File: config.mk
export PLATFORM = sky130hd
export DESIGN_NAME = sw_debouncer
export DESIGN_NICKNAME = d
export VERILOG_FILES = /design/src/rtl/sw_debouncer.sv
export SDC_FILE = /design/constraint.sdc
export NUM_CORES = 1
export LEC_CHECK = 0
export ABC_CLOCK_PERIOD_IN_PS = 4800
export BUFFER_PORTS_ARGS = -buffer_cell sky130_fd_sc_hd__clkbuf_2
export CORE_MARGIN = 2
export CORE_UTILIZATION = 60
export CTS_BUF_LIST = sky130_fd_sc_hd__clkbuf_4 sky130_fd_sc_hd__clkbuf_8 sky130_fd_sc_hd__clkbuf_16
export CTS_CLUSTER_SIZE = 12
export DETAILED_ROUTE_END_ITERATION = 8
export PLACE_DENSITY = 0.88
export SLEW_MARGIN = 10
export SYNTH_ARGS = -nofsm -noshare
export SYNTH_HDL_FRONTEND = slang
export SYNTH_SLANG_ARGS = --single-unit
File: constraint.sdc
create_clock -name clk -period 4.8 [get_ports clk]
set_input_delay 0 -clock clk [delete_from_list [all_inputs] [get_ports clk]]
set_output_delay 0 -clock clk [all_outputs]
set_load 0.1 [all_outputs]
File: src/rtl/sw_debouncer.sv
// Debounces N_SW board switches: two-flop synchronizer, then one counter per bit that has to
// reach STABLE_CYCLES before the level is accepted. Also produces rise/fall pulses and sticky rise flags.
module sw_debouncer #(
    parameter int N_SW          = 10,
    parameter int STABLE_CYCLES = 50000,
    parameter int CNT_W         = 16
) (
    input  logic            clk,
    input  logic            reset,
    input  logic [N_SW-1:0] sw_raw,
    input  logic [N_SW-1:0] ev_clr,
    output logic [N_SW-1:0] SW,
    output logic [N_SW-1:0] sw_rise,
    output logic [N_SW-1:0] sw_fall,
    output logic [N_SW-1:0] sw_event,
    output logic            sw_changed
);

    typedef enum logic {
        ST_IDLE  = 1'b0,
        ST_COUNT = 1'b1
    } state_t;

    localparam logic [CNT_W-1:0] CNT_TERM = CNT_W'(STABLE_CYCLES - 1);
    localparam logic [CNT_W-1:0] CNT_ONE  = CNT_W'(1);
    localparam logic [CNT_W-1:0] CNT_ZERO = CNT_W'(0);

    logic [N_SW-1:0]  sync1_r;
    logic [N_SW-1:0]  sync2_r;
    logic [N_SW-1:0]  sw_r;
    logic [N_SW-1:0]  rise_r;
    logic [N_SW-1:0]  fall_r;
    logic [N_SW-1:0]  event_r;
    logic             changed_r;
    logic [CNT_W-1:0] cnt_r      [N_SW];

    state_t           state_s    [N_SW];
    logic [CNT_W-1:0] cnt_next_s [N_SW];
    logic [N_SW-1:0]  sw_next_s;
    logic [N_SW-1:0]  rise_next_s;
    logic [N_SW-1:0]  fall_next_s;
    logic [N_SW-1:0]  event_next_s;

    // Per-bit state decode plus next-count / next-level logic.
    // The state is set by whether the synchronized input disagrees with the accepted level.
    always_comb begin
        sw_next_s = sw_r;
        for (int i = 0; i < N_SW; i++) begin
            cnt_next_s[i] = CNT_ZERO;
            if (sync2_r[i] != sw_r[i]) begin
                state_s[i] = ST_COUNT;
            end else begin
                state_s[i] = ST_IDLE;
            end
            case (state_s[i])
                ST_IDLE: begin
                    cnt_next_s[i] = CNT_ZERO;
                end
                ST_COUNT: begin
                    // The terminal compare keeps the counter from wrapping.
                    if (cnt_r[i] == CNT_TERM) begin
                        sw_next_s[i]  = sync2_r[i];
                        cnt_next_s[i] = CNT_ZERO;
                    end else begin
                        cnt_next_s[i] = cnt_r[i] + CNT_ONE;
                    end
                end
                default: begin
                    cnt_next_s[i] = CNT_ZERO;
                end
            endcase
        end
        rise_next_s  = sw_next_s & ~sw_r;
        fall_next_s  = ~sw_next_s & sw_r;
        // If a set and a clear fall in the same cycle, the set wins.
        event_next_s = rise_r | (event_r & ~ev_clr);
    end

    // Synchronizer, debounce state, edge pulses and sticky flags.
    always_ff @(posedge clk) begin
        if (reset) begin
            sync1_r   <= '0;
            sync2_r   <= '0;
            sw_r      <= '0;
            rise_r    <= '0;
            fall_r    <= '0;
            event_r   <= '0;
            changed_r <= 1'b0;
            for (int i = 0; i < N_SW; i++) begin
                cnt_r[i] <= CNT_ZERO;
            end
        end else begin
            sync1_r   <= sw_raw;
            sync2_r   <= sync1_r;
            sw_r      <= sw_next_s;
            rise_r    <= rise_next_s;
            fall_r    <= fall_next_s;
            event_r   <= event_next_s;
            changed_r <= |(rise_next_s | fall_next_s);
            for (int i = 0; i < N_SW; i++) begin
                cnt_r[i] <= cnt_next_s[i];
            end
        end
    end

    assign SW         = sw_r;
    assign sw_rise    = rise_r;
    assign sw_fall    = fall_r;
    assign sw_event   = event_r;
    assign sw_changed = changed_r;

endmodule

== Yosys cells after proc, flatten, opt, wreduce, memory -nomap -nowiden ==
Memories as Yosys holds them, arrays and structs flattened.
Cells that the tools add are included.

* Add/subtract/negate cells: 10
* Equality and inequality tests: 20
* Mux-type cells: 63
* Bitwise logic cells: 28
* Reduce and logical (&&, ||, !) cells: 1

{| class="wikitable"
|+ Operator list
! cell !! number
|-
| $mux W16 || 20
|-
| $pmux W16 S2 || 10
|-
| $add A16 B1 Y16 const B || 10
|-
| $eq A16 B16 Y1 const B || 10
|-
| $mux W1 || 33
|-
| $and A10 B10 Y10 || 3
|-
| $not A10 Y10 || 3
|-
| $or A10 B10 Y10 || 2
|-
| $ne A1 B1 Y1 || 10
|-
| $not A1 Y1 || 10
|-
| $or A1 B1 Y1 || 10
|-
| $reduce_or A10 Y1 || 1
|}

* Flip-flop bits (word level): 61
* Memory bits (writable): 160
* Output and inout port bits: 41
* Word-level logic and storage cells: 130
* Memories kept: 1

{| class="wikitable"
|+ Memories
! name !! depth !! bits a word !! rd ports !! clocked after memory_dff !! write ports !! line !! source
|-
| cnt_r || 10 || 16 || 10 || 0 || 10 || 35 || <nowiki>logic [CNT_W-1:0] cnt_r [N_SW];</nowiki>
|}

== Logic depth before layout (Yosys ltp) ==
Gate-level depths: netlist of run 1.

* Depth in word-level cells: 7
* Gate-level depth with buffers: 9
* Mapped depth without buffers: 9

== Worst setup path after synthesis of run 1 ==
Ideal clock, no wire load.

* Path kind: reg2reg
* Start point: memory cnt_r[1][12]
* End point: register changed_r, in the netlist sw_changed
* Setup time: 0.128 ns
* Arrival time: 2.174 ns
* Required time: 4.672 ns
* Slack: 2.499 ns
* Stages on the path, launching flop included: 9
* Buffers on the path: 0
* Period minus slack after synthesis: 2.301 ns
* Cells stage by stage: dfxtp_1 > or4_1 > or4_4 > mux2i_2 > inv_1 > ha_1 > nand2_1 > nor3_1 > nor2_1

{| class="wikitable"
|+ RTL lines
! what !! line !! source
|-
| from (decl) || 35 ||
|-
| to (signal assigned) || 99 || <nowiki>changed_r <= |(rise_next_s | fall_next_s);</nowiki>
|-
| to (decl) || 34 || <nowiki>logic changed_r;</nowiki>
|}

==> impl_metrics.yaml, run 1 <==
min_path:
  hold_start: "reset"
  hp-class: "in2reg"
  min_path_cells: 2
  worstHoldEndpoint: "sw_event[9]$_SDFF_PP0_"
yosys:
  synth_nets: 1072
  ys_seq_area_frac: 0.480
  yosysMostFrequentCell: "dfxtp_1"
  avgSynthCellArea_um2: 9.04
  ys_ff_latch: 221
  ys_top_cells_by_area: "dfxtp_1 (48%), xnor2_1 (12%), nor2_1 (8.3%)"
  ys_top_cells_by_count: "dfxtp_1 (221), nor2_1 (205), xnor2_1 (129), inv_1 (60), nand3_1 (54)"
  synth_edf_count: 0
  async_flop_share: 0
  ys.flop_type: "dfxtp_1"
  synth.top_cell.area_share: 0.480
  yosysTopAreaCell: "dfxtp_1"
  syn-cell-area_um2: 9230
  ys_warn_count: 0
  syn_inst: 1020
  synthDistinctLibCells: 37
routing:
  ant_nets: 0
  dr_total_vias: 7038
  firstDrtPassIters: 6
  wl_met1_um: 7870
  routed-wl-met3_um: 883
  top_layer: "met4"
  routed_wl_um: 17500
  routedWlPerCell_um: 13.5
  wl_met2_um: 8240
  routed_via_density: 5.41
  drc: 0
  drtIter0Drc: 527
sta:
  finalCriticalPeriod_ps: 2530
  hold_violations: 0
  setup_tns_ps: 0
  finClkSkew_ps: 11.7
  drv_slew: 0
  max_freq_mhz: 395
  finalSetupViolCount: 0
  max_slew.worst_pin.slew_ps: 653
  relSlewSlack: 0.564
  rsz0062_at_grt: "no"
  period_share: 0.528
global_route:
  gr-total-overflow: 0
  grt_max_degree: 43
  antenna_found_initial: 0
  grt_first_pass_wirelength_um: 30100
  grt_pass1_vias: 6650
  grt_use_total: 0.220
clocking:
  htreeDepth: 1
  clkTransAtPathRegs_ps: 60
  cts_buffer_depth: 3
  cts_root_buf: "clkbuf_16"
  cts_tree: "built"
  clock-sinks: 221
  cts_made_buffers: 23
  clock_latency_ps: 500
place:
  hpwl_um: 11600
  place_inst: 1247
  place.gp.congestion: 0.869
  port-buffer-count: 62
status:
  outcome: "complete, no violations"
layout:
  multi_input_area_um2: 4450
  areaGrowthSynthToFinish_pct: 14.4
  finalNetCount: 1156
  drive_gt1_frac: 0.0952
  nFillCells: 1095
  layoutNonFillerInstCount: 1301
  regArea_um2: 4420
  diodes: 0
run:
  maxCapViolCount: 0
worst_setup_path:
  startpoint_type: "flip-flop"
  required_ps: 5170
  crit_path_end_kind: "flip-flop"
  r2r_cells: 8
  r2r-end: "sw_changed$_SDFF_PP0_"
  worstPathArrival_ps: 2910
  timing.rr.start: "cnt_r[8][7]$_SDFF_PP0_"
  reg2reg_slack_ps: 2270
  criticalPathCategory: "reg2reg"
  crit_fanout: 6
floorplanning:
  dieHeight_um: 128
  core_area_um2: 15100
  rows: 45
  start_util: 0.611
  dieWidth_um: 128
  ios: 63
  dieArea_um2: 16400
pwr:
  finalPower_w: 0.00355
  vdd_ir_drop_max_mv: 0.267
  power.density_nw_per_um2: 337
  p_leak_nw: 3.60
## worst max-delay path: stages, from the launching register on
cell     delay, ps
dfxtp_1        350
or4b_1         550
nor4_1         490
mux2i_1        350
inv_1           80
ha_1           290
nand4_1         80
nor3_1         150
nor2_1          60
## final cells by class
class | instances | area share
Clock inverter | 1 | 0.000474
Tap cell | 188 | 0.0223
Clock buffer | 33 | 0.0652
Sequential cell | 221 | 0.419
Timing Repair Buffer | 83 | 0.0491
Inverter | 60 | 0.0213
Multi-Input combinational cell | 715 | 0.422
## cell usage in the layout (no fill, tap or decap), types with 2 or more instances in the layout
master	n
a21oi_1	12
or3_1	2
nor2b_1	40
and3_1	11
ha_1	30
or4bb_1	4
clkbuf_4	4
nand2b_1	3
clkbuf_8	6
or2_2	2
clkbuf_2	61
nor2_1	205
nand4b_1	6
or4_4	3
nor4bb_1	9
nor4b_1	3
dfxtp_1	221
nor3_1	42
and4b_1	2
clkbuf_16	23
inv_1	60
mux2i_1	9
nand3_1	54
xnor2_1	129
nand4_1	43
nand2_1	34
xor2_1	19
or4_1	5
dlygate4sd3_1	20
nor4_1	41
## kinds of logic after synthesis
group | after synthesis | synth area share
flip-flops | 221 | 0.480
buffers and inverters | 84 | 0.0376
multiplexers | 10 | 0.0113
adder cells (fa/ha/maj) | 30 | 0.0407
XOR/XNOR | 148 | 0.141
AND/OR/NAND/NOR | 513 | 0.282
AO/OA/AOI/OAI | 14 | 0.00827
## stage by stage
| step | hold WS (ps) | setup slack, ps | instance area, um2 | utilization |
|---|---|---|---|---|
| after global placement | 208 | 2380 | 9660 | 0.640 |
| after global routing | 74.8 | 2090 | 10600 | 0.699 |
| after CTS | 31.6 | 2270 | 10600 | 0.699 |
| final | 31.6 | 2270 | 10600 | 0.699 |
| after floorplan | 128 | 2500 | 9230 | - |
| after detailed placement | 219 | 2290 | 9660 | 0.640 |
## power by group
| group | switching, W | total (W) | internal (W) |
|---|---|---|---|
| registers | 0.00000638 | 0.00185 | 0.00184 |
| logic | 0.0000305 | 0.0000570 | 0.0000265 |
| clock network | 0.000663 | 0.00164 | 0.000979 |
## routing by layer
layer | vias to the layer above | GRT usage
met5 | - | 0
met1 | 3227 | 0.276
li1 | 3588 | -
met2 | 175 | 0.379
met3 | 48 | 0.0401
met4 | 0 | 0.0808
## state kept, by name (all words and copies together), names as in the netlist
| name | count |
|---|---|
| sync1_r | 10 |
| sw_fall | 10 |
| sw_changed | 1 |
| sw_rise | 10 |
| SW | 10 |
| sw_event | 10 |
| cnt_r | 160 |
| sync2_r | 10 |
## repair_timing
| action | CTS | global route |
|---|---|---|
| endpoints found under the hold margin | 20 | 0 |
| resized for setup | 0 | 0 |
| setup buffers | 0 | 0 |
| hold buffers | 20 | 0 |
## worst max-delay path by stage
stage	startpoint	to	slack [ps]	cells after the start
global placement	cnt_r[1][12]$_SDFF_PP0_	sw_changed$_SDFF_PP0_	2380	8
finish	cnt_r[8][7]$_SDFF_PP0_	sw_changed$_SDFF_PP0_	2270	8
detailed placement	cnt_r[1][12]$_SDFF_PP0_	sw_changed$_SDFF_PP0_	2290	8
CTS	cnt_r[8][7]$_SDFF_PP0_	sw_changed$_SDFF_PP0_	2270	8
floorplan	cnt_r[1][12]$_SDFF_PP0_	sw_changed$_SDFF_PP0_	2500	8
global route	cnt_r[9][0]$_SDFF_PP0_	sw_changed$_SDFF_PP0_	2090	9
Power figures use the tool's default switching activity.
==> run 2, diff against run 1 <==
- ABC_AREA: not set -> 1
- ABC_CLOCK_PERIOD_IN_PS: 4800 -> 2300
- CORE_UTILIZATION: 60 -> 55
- PLACE_DENSITY: 0.88 -> 0.85
- clock period: 4.8 -> 2.3 ns (I/O delays scaled with it)
==> run 2 against run 1 <==
  * Critical path depth up 4
  * Critical path type unchanged
  * Synthesized cell count up 47%
  * First-iteration DRC count down 19%
  * Non-clock buffer count up 3
  * Combinational power up 150%
==> impl_metrics.yaml, run 2 <==
status:
  outcome: "complete, no violations"
yosys:
  synthDistinctLibCells: 31
  syn_inst: 1496
  syn-cell-area_um2: 10500
  ys.flop_type: "dfxtp_1"
  yosysMostFrequentCell: "nor2_1"
  synth_edf_count: 0
  synth.top_cell.area_share: 0.421
  synth_nets: 1548
  ys_top_cells_by_count: "nor2_1 (325), nand2_1 (313), dfxtp_1 (221), inv_1 (215), nand3_1 (75)"
  avgSynthCellArea_um2: 7.03
  ys_warn_count: 0
  ys_seq_area_frac: 0.421
  ys_top_cells_by_area: "dfxtp_1 (42%), nor2_1 (12%), nand2_1 (11%)"
  ys_ff_latch: 221
  yosysTopAreaCell: "dfxtp_1"
  async_flop_share: 0
run:
  maxCapViolCount: 0
sta:
  hold_violations: 0
  period_share: 0.895
  finalSetupViolCount: 0
  max_slew.worst_pin.slew_ps: 554
  setup_tns_ps: 0
  finalCriticalPeriod_ps: 2060
  rsz0062_at_grt: "no"
  max_freq_mhz: 486
  finClkSkew_ps: 11.8
  drv_slew: 0
  relSlewSlack: 0.633
layout:
  largest_reg_flops: 160
  mostFrequentLayoutCells: "nor2_1 (325), nand2_1 (313), dfxtp_1 (221)"
  areaGrowthSynthToFinish_pct: 15.0
  finalNetCount: 1645
  drive_gt1_frac: 0.117
  regMostFlops: "cnt_r"
  finalInstanceArea_um2: 12100
  diodes: 0
  layout_commonest_cell: "nor2_1"
place:
  place.gp.congestion: 0.897
  port-buffer-count: 62
  hpwl_um: 14700
  dpl-instance-area_um2: 11000
pwr:
  p_leak_nw: 4.73
  power.density_nw_per_um2: 679
  vdd_ir_drop_max_mv: 0.607
  finalPower_w: 0.00821
clocking:
  htreeDepth: 1
  cts_tree: "built"
  clock-sinks: 221
  cts_buffer_depth: 3
  cts_root_buf: "clkbuf_16"
  clock_latency_ps: 520
  clkTransAtPathRegs_ps: 60
  cts_made_buffers: 26
  cts.repair.resized: 0
global_route:
  grt_pass1_vias: 8728
  grt_use_total: 0.216
  antenna_found_initial: 0
  grt_first_pass_wirelength_um: 37200
  gr-total-overflow: 0
  grt_max_degree: 24
routing:
  drc: 0
  ant_nets: 0
  routedWlPerCell_um: 11.6
  routed_via_density: 5.01
  routed_wl_um: 21400
  firstDrtPassIters: 5
  drtIter0Drc: 426
  dr_total_vias: 9243
min_path:
  hp-class: "in2reg"
  min_path_cells: 4
worst_setup_path:
  reg2reg_slack_ps: 240
  r2r_cells: 12
  required_ps: 2710
  startpoint_type: "flip-flop"
  worstPathArrival_ps: 2470
  crit_fanout: 4
  criticalPathCategory: "reg2reg"
  crit_path_end_kind: "flip-flop"
floorplanning:
  ios: 63
  dieWidth_um: 142
  core_area_um2: 18700
  dieArea_um2: 20200
  start_util: 0.562
  rows: 50
  dieHeight_um: 142
## run 2: cell count changes after synthesis, moves of 18 or more
| cell | change |
|---|---|
| inv_1 | +155 |
| nor2_1 | +120 |
| xnor2_1 | -100 |
| nor2_2 | +32 |
| nor3_1 | -39 |
| nor2b_1 | -40 |
| a21oi_1 | +59 |
| nor4_1 | -41 |
| nand2_1 | +279 |
| o21ai_0 | +18 |
| nand3_1 | +21 |
## run 2: worst max-delay path: stages, from the launching register on
cell	delay, ps
dfxtp_1	400
ha_1	250
nand3_2	150
nor2_4	150
nand3_1	80
nand2_1	130
inv_1	80
ha_1	300
nand2_1	60
nor2_1	100
nand3_1	60
o21ai_0	140
inv_1	50
## run 2: metrics by stage
step                      utilization  instances  hold slack (ps)  worst slack (ps)
after floorplan                     -       1496              107               343
after global placement          0.587       1778              199               339
after detailed placement        0.587       1778              198               301
after CTS                       0.647       1846              212               236
after global routing            0.647       1846              226              34.6
final                           0.647       1846              220               242
## run 2: path summary, 6_finish.rpt
| path | startpoint | endpoint |
|---|---|---|
| hold / removal | sw_raw[4] | sync1_r[4]$_SDFF_PP0_ |
| setup / recovery | cnt_r[6][0]$_SDFF_PP0_ | sw_changed$_SDFF_PP0_ |
| hold reg to reg | sync1_r[1]$_SDFF_PP0_ | sync2_r[1]$_SDFF_PP0_ |
| setup reg to reg | cnt_r[6][0]$_SDFF_PP0_ | sw_changed$_SDFF_PP0_ |
## run 2: repair_timing
action,4_1_cts,5_1_grt
setup buffers,0,0
endpoints found under the hold margin,30,0
hold buffers,21,0
## run 2: cell families after synthesis
family,synth area share
AOI/OAI and AO/OA,0.0587
xor gates and xnor gates,0.0475
adders and majority gates,0.0357
buffers and inverters,0.0934
DFF,0.421
and+or+nand+nor,0.344
## run 2: power by group
part	internal [W]	total, W	switching, W
sequential	0.00385	0.00386	0.0000116
combinational	0.0000606	0.000142	0.0000811
clock	0.00265	0.00421	0.00156
total	0.00656	0.00821	0.00165
## run 2: cell type report
cell class	instances	area [um2]
multi-input combinational	1037	5110
clock buffer	36	762
fill	1526	6610
timing repair buffer	86	543
sequential	221	4420
clock inverter	11	136
tap	234	293
inverter	221	830
## run 2: per-layer routing
layer / part of all wire / global-route usage / vias to the layer above
met5: 0 / 0 / -
met4: 0.031 / 0.0737 / 0
met3: 0.037 / 0.0316 / 47
met2: 0.48 / 0.389 / 159
met1: 0.45 / 0.263 / 4206
li1: - / - / 4831
==> run 3, diff against run 2 <==
- CORE_UTILIZATION: 55 -> 57
- CTS_BUF_LIST: sky130_fd_sc_hd__clkbuf_4 sky130_fd_sc_hd__clkbuf_8 sky130_fd_sc_hd__clkbuf_16 -> sky130_fd_sc_hd__clkbuf_2
- PLACE_DENSITY: 0.85 -> 0.87
==> run 3 against run 2 <==
  * Core utilization is 2.5 points higher
  * Worst hold slack lost 55 ps
  * Global-route usage increased by 1.6 points
  * Setup slack got worse by 4.7 ps
  * Final cell count rose by 4.9%
  * Maximum frequency shrank 0.23%
  * Clock-buffer cell count increased by 43
  * Combinational power up 28%
  * Sequential power hardly changed
  * Largest power group is now sequential cells
==> impl_metrics.yaml, run 3 (synthesis results as in run 2) <==
status:
  outcome: "complete, no violations"
worst_setup_path:
  startpoint_type: "flip-flop"
  worstPathArrival_ps: 2750
  crit_slowest_cell: "dfxtp_1"
  cpPeakStageDelay_ps: 410
  timing.rr.start: "cnt_r[6][0]$_SDFF_PP0_"
  required_ps: 2990
  reg2reg_slack_ps: 240
  path_delay_family: "simple AND/OR/NAND/NOR gates"
  criticalPathCategory: "reg2reg"
  crit_path_end_kind: "flip-flop"
  path_cells: "ha_1 -> nand3_2 -> nor2_4 -> nand3_1 -> nand2_1 -> inv_1 -> ha_1 -> nand2_1 -> nor2_1 -> nand3_1 -> o21ai_0 -> inv_1"
  cp.buffers_inverters: 2
  crit_fanout: 4
  cp-startpoint: "cnt_r[6][0]$_SDFF_PP0_"
global_route:
  antenna_found_initial: 1
  grt_max_degree: 29
  grt_pass1_vias: 9150
  grt_use_total: 0.232
  grt_first_pass_wirelength_um: 38900
  gr-total-overflow: 0
sta:
  period_share: 0.897
  setup_tns_ps: 0
  setup_ws_ps: 237
  relSlewSlack: 0.602
  hold_violations: 0
  drv_slew: 0
  max_slew.worst_pin.slew_ps: 599
  finClkSkew_ps: 35.8
  max_freq_mhz: 485
  finalSetupViolCount: 0
  rsz0062_at_grt: "no"
  finalCriticalPeriod_ps: 2060
floorplanning:
  dieArea_um2: 19500
  rows: 49
  dieWidth_um: 140
  dieHeight_um: 140
  core_area_um2: 18000
  ios: 63
  start_util: 0.583
place:
  place.gp.congestion: 0.881
  port-buffer-count: 62
  hpwl_um: 15000
  pre_cts_ws_ps: 307
layout:
  areaGrowthSynthToFinish_pct: 15.1
  layout_commonest_cell: "nor2_1"
  mostFrequentLayoutCells: "nor2_1 (325), nand2_1 (313), dfxtp_1 (221)"
  drive_gt1_frac: 0.133
  regMostFlops: "cnt_r"
  finalNetCount: 1713
  largest_reg_flops: 160
clocking:
  clkTransAtPathRegs_ps: 110
  cts_root_buf: "clkbuf_2"
  cts_made_buffers: 54
  clock-sinks: 221
  cts.repair.resized: 0
  htreeDepth: 2
  cts_tree: "built"
  clock_latency_ps: 810
  cts_buffer_depth: 3
min_path:
  hold_start: "reset"
  hp-class: "in2reg"
routing:
  drtIter0Drc: 662
  routed_wl_um: 22400
  firstDrtPassIters: 5
  drc: 0
  routedWlPerCell_um: 11.6
  routed_via_density: 4.94
  dr_total_vias: 9556
  ant_nets: 0
pwr:
  power.density_nw_per_um2: 550
  p_leak_nw: 4.87
  vdd_ir_drop_max_mv: 0.371
run:
  maxCapViolCount: 0
-- run 3: cell types whose count changed in the layout (fill, tap and decap cells not counted) --
cell / previous run / this run
bufinv_16: 3 / 1
clkbuf_16: 27 / 0
clkbuf_2: 62 / 141
clkbuf_4: 6 / 0
clkbuf_8: 3 / 0
clkinv_1: 0 / 16
clkinv_2: 6 / 5
clkinvlp_4: 1 / 0
diode_2: 0 / 1
dlygate4sd3_1: 21 / 61
inv_6: 1 / 0
-- run 3: what timing repair did --
item,in CTS,in global routing
hold buffers,61,0
hold endpoints to repair,147,0
buffers inserted,0,0
-- run 3: metal layers --
metal	GRT usage	up-vias	wire, um
met5	0	-	0
met4	0.0853	0	520
met3	0.0533	42	1200
met2	0.406	230	10700
met1	0.277	4280	9940
li1	-	5004	-
-- run 3: cell type report --
class / count / area [um2]
Sequential cell: 221 / 4420
Timing Repair Buffer: 126 / 943
Multi-Input combinational cell: 1037 / 5110
Antenna cell: 1 / 2.50
Fill cell: 1500 / 5920
Inverter: 221 / 830
Clock inverter: 22 / 115
Clock buffer: 79 / 395
Tap cell: 229 / 287
-- run 3: path summary, 6_finish.rpt --
kind / to / cells after the start
setup / recovery: sw_changed$_SDFF_PP0_ / 12
hold / removal: sw_changed$_SDFF_PP0_ / 5
setup reg to reg: sw_changed$_SDFF_PP0_ / 12
hold reg to reg: sync2_r[8]$_SDFF_PP0_ / 2
-- run 3: report_power, final --
part           total [W]  switching, W  internal (W)
Clock            0.00262       0.00158       0.00104
Sequential       0.00386     0.0000112       0.00385
Combinational   0.000182     0.0000885     0.0000940
-- run 3: worst min-delay path: stages --
cell and delay, ps:
dlygate4sd3_1 530, clkbuf_2 170, inv_2 100, o21ai_0 80
inv_1 40
-- run 3: stage by stage --
stage | cell area, um2 | hold slack (ps) | power [W] | std cells | util
6_report | 12100 | 165 | 0.00666 | 1936 | 0.671
5_1_grt | 12100 | 124 | 0.00697 | 1936 | 0.671
4_1_cts | 12100 | 89.0 | 0.00673 | 1935 | 0.671
3_5_place_dp | 11000 | 198 | 0.00406 | 1773 | 0.609
3_3_place_gp | 11000 | 196 | 0.00405 | 1773 | 0.609
2_1_floorplan | 10500 | 107 | 0.00403 | 1496 | -
